**config.mk**
```make
export PLATFORM = sky130hd
export DESIGN_NAME = i2c_master_ctrl
export DESIGN_NICKNAME = d
export VERILOG_FILES = /design/src/rtl/i2c_master_ctrl.sv
export SDC_FILE = /design/constraint.sdc
export NUM_CORES = 1
export LEC_CHECK = 0
export CAP_MARGIN = 20
export CORE_ASPECT_RATIO = 1.1
export CORE_UTILIZATION = 50
export CTS_CLUSTER_SIZE = 20
export DETAILED_ROUTE_END_ITERATION = 10
export PLACE_DENSITY = 0.78
export SYNTH_ARGS = -nofsm -noshare
export SYNTH_HDL_FRONTEND = slang
export SYNTH_SLANG_ARGS = --single-unit
```
**constraint.sdc**
```tcl
create_clock -name clk -period 2.8 [get_ports clk]
set_input_delay 0.7 -clock clk [delete_from_list [all_inputs] [get_ports clk]]
set_output_delay 0.7 -clock clk [all_outputs]
set_load 0.1 [all_outputs]
```
**src/rtl/i2c_master_ctrl.sv**
```systemverilog
// i2c_master_ctrl: single-byte I2C master sequencer driving the I2C datapath controls
//   clk, resetN (async, active-high)          system clock and reset
//   start, rw_in, sda_in                      host request, direction, bus SDA for ACK sampling
//   i2c_scl_in, i2c_scl_en, i2c_write_en      divided SCL, force-SCL-high, master drives SDA
//   state[7:0], count[3:0], rw                datapath state code, bit index, latched direction
//   busy, done, nack                          host handshake and NACK status
module i2c_master_ctrl #(
   parameter int CLK_DIV = 4
) (
   input  logic       clk,
   input  logic       resetN,
   input  logic       start,
   input  logic       rw_in,
   input  logic       sda_in,
   output logic       i2c_scl_in,
   output logic       i2c_scl_en,
   output logic       i2c_write_en,
   output logic [7:0] state,
   output logic [3:0] count,
   output logic       rw,
   output logic       busy,
   output logic       done,
   output logic       nack
);
   localparam int DW = $clog2(CLK_DIV);
   typedef enum logic [7:0] {
      S_IDLE = 8'd0, S_START = 8'd1, S_ADDRESS = 8'd2, S_READ_ACK = 8'd3, S_WRITE_DATA = 8'd4,
      S_READ_ACK2 = 8'd5, S_READ_DATA = 8'd6, S_WRITE_ACK2 = 8'd7, S_STOP = 8'd8
   } state_t;
   state_t        state_q, state_d;
   logic [3:0]    count_q, count_d;
   logic [DW-1:0] div_q, div_d;
   logic          scl_q, scl_d, scl_en_q, we_q;
   logic          rw_q, rw_d, busy_q, busy_d, done_q, done_d, nack_q, nack_d, ack_q, ack_d;
   logic          wrap, fall_tick, rise_tick, last;
   always_comb begin
      wrap      = busy_q && div_q == DW'(CLK_DIV - 1);
      fall_tick = wrap && scl_q;
      rise_tick = wrap && !scl_q;
      last      = count_q == 4'd0;
      div_d     = (wrap || !busy_q) ? '0 : div_q + 1'b1;
      scl_d     = busy_q ? scl_q ^ wrap : 1'b1;
      ack_d     = (rise_tick && (state_q == S_READ_ACK || state_q == S_READ_ACK2)) ? sda_in : ack_q;
      state_d   = state_q;
      count_d   = count_q;
      rw_d      = rw_q;
      busy_d    = busy_q;
      nack_d    = nack_q;
      done_d    = 1'b0;
      if (state_q == S_IDLE) begin
         // The accept edge counts as the first SCL fall so START spans a full SCL period.
         if (start && !done_q) begin
            state_d = S_START;
            busy_d  = 1'b1;
            rw_d    = rw_in;
            nack_d  = 1'b0;
            scl_d   = 1'b0;
         end
      end else if (fall_tick) begin
         unique case (state_q)
            S_START: state_d = S_ADDRESS;
            S_ADDRESS: begin
               state_d = last ? S_READ_ACK : S_ADDRESS;
               count_d = last ? 4'd7 : count_q - 4'd1;
            end
            S_READ_ACK: begin
               state_d = ack_q ? S_STOP : (rw_q ? S_READ_DATA : S_WRITE_DATA);
               nack_d  = ack_q;
            end
            S_WRITE_DATA: begin
               state_d = last ? S_READ_ACK2 : S_WRITE_DATA;
               count_d = last ? 4'd7 : count_q - 4'd1;
            end
            S_READ_ACK2: begin
               state_d = S_STOP;
               nack_d  = nack_q | ack_q;
            end
            S_READ_DATA: begin
               state_d = last ? S_WRITE_ACK2 : S_READ_DATA;
               count_d = last ? 4'd7 : count_q - 4'd1;
            end
            S_WRITE_ACK2: state_d = S_STOP;
            S_STOP: begin
               state_d = S_IDLE;
               busy_d  = 1'b0;
               done_d  = 1'b1;
               scl_d   = 1'b1;
            end
            default: state_d = S_IDLE;
         endcase
      end
   end
   always_ff @(posedge clk or posedge resetN) begin
      if (resetN) begin
         state_q  <= S_IDLE;
         count_q  <= 4'd7;
         div_q    <= '0;
         scl_q    <= 1'b1;
         scl_en_q <= 1'b1;
         we_q     <= 1'b0;
         rw_q     <= 1'b0;
         busy_q   <= 1'b0;
         done_q   <= 1'b0;
         nack_q   <= 1'b0;
         ack_q    <= 1'b0;
      end else begin
         state_q  <= state_d;
         count_q  <= count_d;
         div_q    <= div_d;
         scl_q    <= scl_d;
         scl_en_q <= state_d inside {S_IDLE, S_START, S_STOP};
         we_q     <= state_d inside {S_START, S_ADDRESS, S_WRITE_DATA, S_WRITE_ACK2, S_STOP};
         rw_q     <= rw_d;
         busy_q   <= busy_d;
         done_q   <= done_d;
         nack_q   <= nack_d;
         ack_q    <= ack_d;
      end
   end
   assign i2c_scl_in   = scl_q;
   assign i2c_scl_en   = scl_en_q;
   assign i2c_write_en = we_q;
   assign state        = state_q;
   assign count        = count_q;
   assign rw           = rw_q;
   assign busy         = busy_q;
   assign done         = done_q;
   assign nack         = nack_q;
endmodule

```
==> summary.md, run 1 <==
| Metric | Value |
|---|---|
| Commonest non-fill, non-tap cell in the layout | buf_4 |
| Post-cts hold buffer count | 0 |
| GRT Util Overall | approximately a fifth |
| Worst path required time | between 3000 and 4000 ps |
| Aggregate global routing overflow | 0 |
| Vias in the first global route | 824 |
| Yosys top cell by area | dfrtp_1 |
| Final Wtd Congestion | 0.741 |
| Avg Cell Area, Syn | slightly above 10 µm² |
| Tightest Hold Check Type | register to register |
| Final Skew | between 5 and 6 ps |
| Post-Route WL | ~2300 µm |
| DRT antenna net count | 0 |
| Ant diodes | 0 |
| Nets | 147 |
| Worst slew margin | roughly 46% |
| Initial antenna violation count | 0 |
| Synth top area cells | dfrtp_1 (36%), dfstp_2 (11%), ha_1 (5.3%) |
| Yosys reg bits | 22 |
| Setup crit end kind | register |
| Die height | about 53 µm |
| RSZ-0062 raised after global routing | no |
| Netlist Area Pre-Place | around 1200 µm² |
| Vias per cell | ~5.4 |
| Setup TNS | 0 ps |
| H-tree levels | 1 |
| # setup viols final | 0 |
| Crit path max fanout | 11 |
| Worst setup path category | register to register |
| Final max-slew violation count | 0 |
| Reg area | between 500 and 600 µm² |
| Root buffer cell | clkbuf_4 |
| Commonest cells after routing, fill and taps aside | buf_4 (19), dfrtp_1 (17), nand2_1 (12), inv_1 (9), and2_1 (6) |
| Tcrit/Tclk final | between 80% and 90% |
| CTS tree | built |
| EDFF count, synth | 0 |
| Post-CTS sizing | 0 |
| Worst-Skew Late Latency | 310 ps |
| Yosys top cell area share | a little over a third |
| Syn-to-layout area delta | 19.3% |
| FP Rows | 18 |
| DRT Pass-1 Iters | 4 |
| Die Wd | approximately 48 µm |
| Multi-input gate area | roughly 570 µm² |
| Syn_nets | ~120 |
| DP HPWL | ~1700 µm |
| Fill cell count | approximately 190 |
| Max-Cap Viols | 0 |
| CTS sink cnt | 22 |
| Core ar. | about 2300 µm² |
| Post-synthesis cell type count | 40 |
| CTS buffer count | 3 |
| Final Worst Setup Slack | 336 ps |
| PortBufs | 23 |
| CP Launch Type | register |
| Final hold violation count | 0 |
| Ports | 24 |
| Die area | 2570 µm² |
| Ys flop type | dfrtp_1 |
| Largest net degree at the start of global routing | 23 |
| WL/cell | approximately 14 µm |
| CTS clk-pin slew, worst paths | roughly 120 ps |
| Post-route minimum period | around 2500 ps |
| Initial core utilization | around 53% |
| Post-CTS Setup Repair Bufs | 0 |
| Vias | between 900 and 1000 |
| Crit path arrival time | 2720 ps |
| Placement Setup Slack | around 420 ps |
| Max Fclk | approximately 400 MHz |
| DRC | 0 |
| Clk buf depth | 2 |
| First-pass GRT wire length | 3700 µm |
| Ys async rst share | 100% |
| Ratio of cells with drive above 1 in the final layout | a little over a quarter |
| YS warnings | 0 |
| Synthesized instance count | around 110 |
| Sequential area share after synthesis | between 40% and 50% |
| Status | completed |
| First-iteration detailed-routing DRC count | 35 |
| Worst-Margin Slew | a little over 800 ps |
critical path: stages, from the launching register on:
cell	delay [ps]
dfrtp_1	370
ha_1	190
and2_1	160
ha_1	420
nand2_1	200
and2_1	200
o22ai_1	220
nand2_1	130
nor4b_1	360
a211o_1	150
synthesized netlist by cell type, types with 2 or more instances:
library cell / number
nor2_1: 4
nor3b_1: 3
o21ai_0: 3
xor2_1: 2
a211oi_1: 2
nor3_1: 5
dfstp_2: 5
clkbuf_1: 3
ha_1: 5
o31ai_1: 2
nor4b_1: 2
a21oi_1: 4
and2_1: 6
dfrtp_1: 17
nand2_1: 12
inv_1: 9
nand2b_1: 2
nor2b_1: 2
a31oi_1: 3
nor4_1: 3
kinds of logic (layout without fill, tap and decap cells):
logic type | count (synthesis) | count (layout) | share of synthesized area [%]
compound gates | 23 | 23 | 15.9
mux | 1 | 1 | 0.950
flops | 22 | 22 | 47.0
fa+ha+maj | 5 | 5 | 5.28
buf+inv | 14 | 36 | 5.17
xor+xnor | 2 | 2 | 1.48
simple gates | 47 | 47 | 24.2
flip-flops by register name (all words and copies together), names as in the netlist:
name          cells
ack_q             1
busy              1
count             4
div_q             2
done              1
i2c_scl_en        1
i2c_scl_in        1
i2c_write_en      1
nack              1
rw                1
state             8
final cells by class:
cell class / count / share of cell area, %
multi-input cells: 78 / 40.1
flip-flops and latches: 22 / 39.4
repair buffers: 23 / 12.9
well taps: 30 / 2.65
clock buffers: 4 / 2.57
inverters: 9 / 2.39
per-layer routing:
layer	vias up	part of all wire, %	wire, µm	GRT usage [%]
li1	445	-	-	-
met2	23	49	1120	33.3
met4	0	1.4	31	7.35
met1	429	45	1030	24.0
met3	5	4.0	91	3.16
met5	-	0	0	0
through the flow:
step / hold WS, ps / instance area, µm² / std cells / util, %
floorplan: 408 / 1180 / 114 / -
global placement: 419 / 1380 / 162 / 61.2
detailed placement: 426 / 1380 / 162 / 61.2
CTS: 445 / 1410 / 166 / 62.8
global route: 458 / 1410 / 166 / 62.8
finish: 444 / 1410 / 166 / 62.8
worst paths after layout:
check	startpoint	endpoint	slack, ps	cells past startpoint
setup / recovery	div_q[0]$_DFF_PP0_	i2c_write_en$_DFF_PP0_	340	9
hold / removal	div_q[0]$_DFF_PP0_	div_q[0]$_DFF_PP0_	440	1
setup reg to reg	div_q[0]$_DFF_PP0_	i2c_write_en$_DFF_PP0_	340	9
hold reg to reg	div_q[0]$_DFF_PP0_	div_q[0]$_DFF_PP0_	440	1
max in group asynchronous	resetN	state[2]$_DFF_PP0_	1460	2
min in group asynchronous	resetN	div_q[0]$_DFF_PP0_	830	2
Power of run 1 is not shown: default switching activity piles up to over one toggle a cycle in this logic, so the estimate is an artifact.
==> run 2, diff against run 1 <==
--- a/config.mk
+++ b/config.mk
@@ -7,10 +7,8 @@
 export LEC_CHECK = 0
 export CAP_MARGIN = 20
 export CORE_ASPECT_RATIO = 1.1
-export CORE_UTILIZATION = 50
-export CTS_CLUSTER_SIZE = 20
+export CORE_UTILIZATION = 30
 export DETAILED_ROUTE_END_ITERATION = 10
-export PLACE_DENSITY = 0.78
 export SYNTH_ARGS = -nofsm -noshare
 export SYNTH_HDL_FRONTEND = slang
 export SYNTH_SLANG_ARGS = --single-unit
==> summary.md, run 2 (synthesized netlist as in run 1, its figures left out) <==
| Metric | Value |
|---|---|
| Vias per cell | 5.00 (-8.0%) |
| Post-route minimum period | 2280 ps (-182 ps) |
| Final hold violation count | 0 (unchanged) |
| Tightest Hold Check Type | register to register |
| Crit path max fanout | 8 (-3) |
| Worst setup path category | register to register |
| # setup viols final | 0 (unchanged) |
| First-pass GRT wire length | 3970 µm (+7.3%) |
| Post-CTS sizing | 0 (unchanged) |
| Die Wd | 61.9 µm (+28%) |
| Ant diodes | 0 (unchanged) |
| Hold Path Sink | div_q[0]$_DFF_PP0_ |
| Nets | 148 (+0.68%) |
| DRT Pass-1 Iters | 4 (unchanged) |
| Tcrit/Tclk final | 81.5% (-6.5 points) |
| Ratio of cells with drive above 1 in the final layout | 27.0% (-0.20 points) |
| Area after DPL | 1410 µm² (+2.4%) |
| DRC | 0 (unchanged) |
| Status | completed |
| Multi-input gate area | 567 µm² (unchanged) |
| Clk buf depth | 2 (unchanged) |
| CTS clk-pin slew, worst paths | 70 ps (-50 ps) |
| Worst R2R Setup Slack | 520 ps (+180 ps) |
| Setup crit end kind | register |
| H-tree levels | 1 (unchanged) |
| Post-Route WL | 2420 µm (+6.6%) |
| Fin cells | 187 (+13%) |
| Max Fclk | 438 MHz (+8.0%) |
| DRT antenna net count | 0 (unchanged) |
| Largest net degree at the start of global routing | 23 (unchanged) |
| Final Wtd Congestion | 0.757 (+2.1%) |
| Hold Crit Depth | 1 (unchanged) |
| Ports | 24 (unchanged) |
| GRT Util Overall | 12.8% (-6.3 points) |
| First-iteration detailed-routing DRC count | 36 (+2.9%) |
| Final max-slew violation count | 0 (unchanged) |
| Reg area | 557 µm² (unchanged) |
| Worst-Margin Slew | 845 ps (+32.0 ps) |
| Worst-Skew Late Latency | 250 ps (-60 ps) |
| CTS buffer count | 3 (unchanged) |
| Reg2reg path depth | 6 (-3) |
| RSZ-0062 raised after global routing | no |
| Commonest cells after routing, fill and taps aside | buf_4 (20), dfrtp_1 (17), nand2_1 (12), inv_1 (9), and2_1 (6) |
| FP Rows | 23 (+5) |
| CP Launch Type | register |
| Hold WS | 442 ps (-2.04 ps) |
| Post-CTS Setup Repair Bufs | 0 (unchanged) |
| Top Metal Used | met4 |
| WL/cell | 12.9 µm (-5.4%) |
| Finished Cell Area | 1460 µm² (+2.9%) |
| Worst slew margin | 43.6% (-2.1 points) |
| Reg2reg end | nack$_DFFE_PP0P_ |
| Fill cell count | 391 (+110%) |
| Die height | 67.9 µm (+28%) |
| CTS sink cnt | 22 (unchanged) |
| Commonest non-fill, non-tap cell in the layout | buf_4 |
| Initial core utilization | 31.9% (-21 points) |
| DP HPWL | 1850 µm (+8.8%) |
| Root buffer cell | clkbuf_8 |
| Vias | 935 (+3.7%) |
| Vias in the first global route | 889 (+7.9%) |
| Initial antenna violation count | 0 (unchanged) |
| Crit path arrival time | 2410 ps (-310 ps) |
| Hold path start | div_q[0]$_DFF_PP0_ |
| Final Skew | 2.09 ps (-3.39 ps) |
| Largest register FFs | 8 (unchanged) |
| Reg2reg start | state[5]$_DFF_PP0_ |
| Die area | 4210 µm² (+64%) |
| Met1 WL | 1160 µm (+13%) |
| Aggregate global routing overflow | 0 (unchanged) |
| Post-cts hold buffer count | 0 (unchanged) |
| Worst path required time | 2930 ps (-130 ps) |
| DR WL met3 | 84 µm (-7.7%) |
| PortBufs | 23 (unchanged) |
| Max-Cap Viols | 0 (unchanged) |
| Setup TNS | 0 ps (unchanged) |
| Core ar. | 3710 µm² (+65%) |
| Met2 Wirelength | 1140 µm (+2.1%) |
| CTS tree | built |
| Syn-to-layout area delta | 22.8% |
| DP Cell Count | 183 (+13%) |
==> run 2: cell count changes in the layout (fill, tap and decap cells not counted), sizes merged <==
cell  change
buf       +1
==> run 2: how the worst max path moves through the flow <==
stage                        from                endpoint  slack, ps
5_1_grt        state[5]$_DFF_PP0_        nack$_DFFE_PP0P_        380
6_report       state[5]$_DFF_PP0_        nack$_DFFE_PP0P_        520
4_1_cts        state[5]$_DFF_PP0_        nack$_DFFE_PP0P_        500
3_3_place_gp                start  i2c_write_en$_DFF_PP0_        490
3_5_place_dp                start  i2c_write_en$_DFF_PP0_        460
2_1_floorplan  state[5]$_DFF_PP0_        nack$_DFFE_PP0P_        160
==> run 2: per-stage QoR <==
stage	util, %	setup slack, ps
5_1_grt	39.2	376
4_1_cts	39.2	501
3_5_place_dp	38.0	459
6_report	39.2	518
3_3_place_gp	38.0	489
2_1_floorplan	-	156
==> run 2: layout make-up <==
cell class	count	share of cell area, %
tap	50	4.30
inverter	9	2.32
clock buffer	4	3.10
multi-input combinational	78	39.0
timing repair buffer	24	13.1
sequential	22	38.3
==> run 2: per-layer routing <==
metal	vias up	global-route usage [%]
met4	0	3.33
li1	451	-
met1	456	17.1
met2	24	21.0
met3	4	2.46
met5	-	0
==> run 2: critical path, stage by stage (launching register included) <==
cell	delay [ps]
dfrtp_1	410
or4_4	610
or3_4	390
nor4b_4	360
a21oi_2	110
o21ai_0	180
o31ai_1	90
Power of run 2 is left out for the same reason.
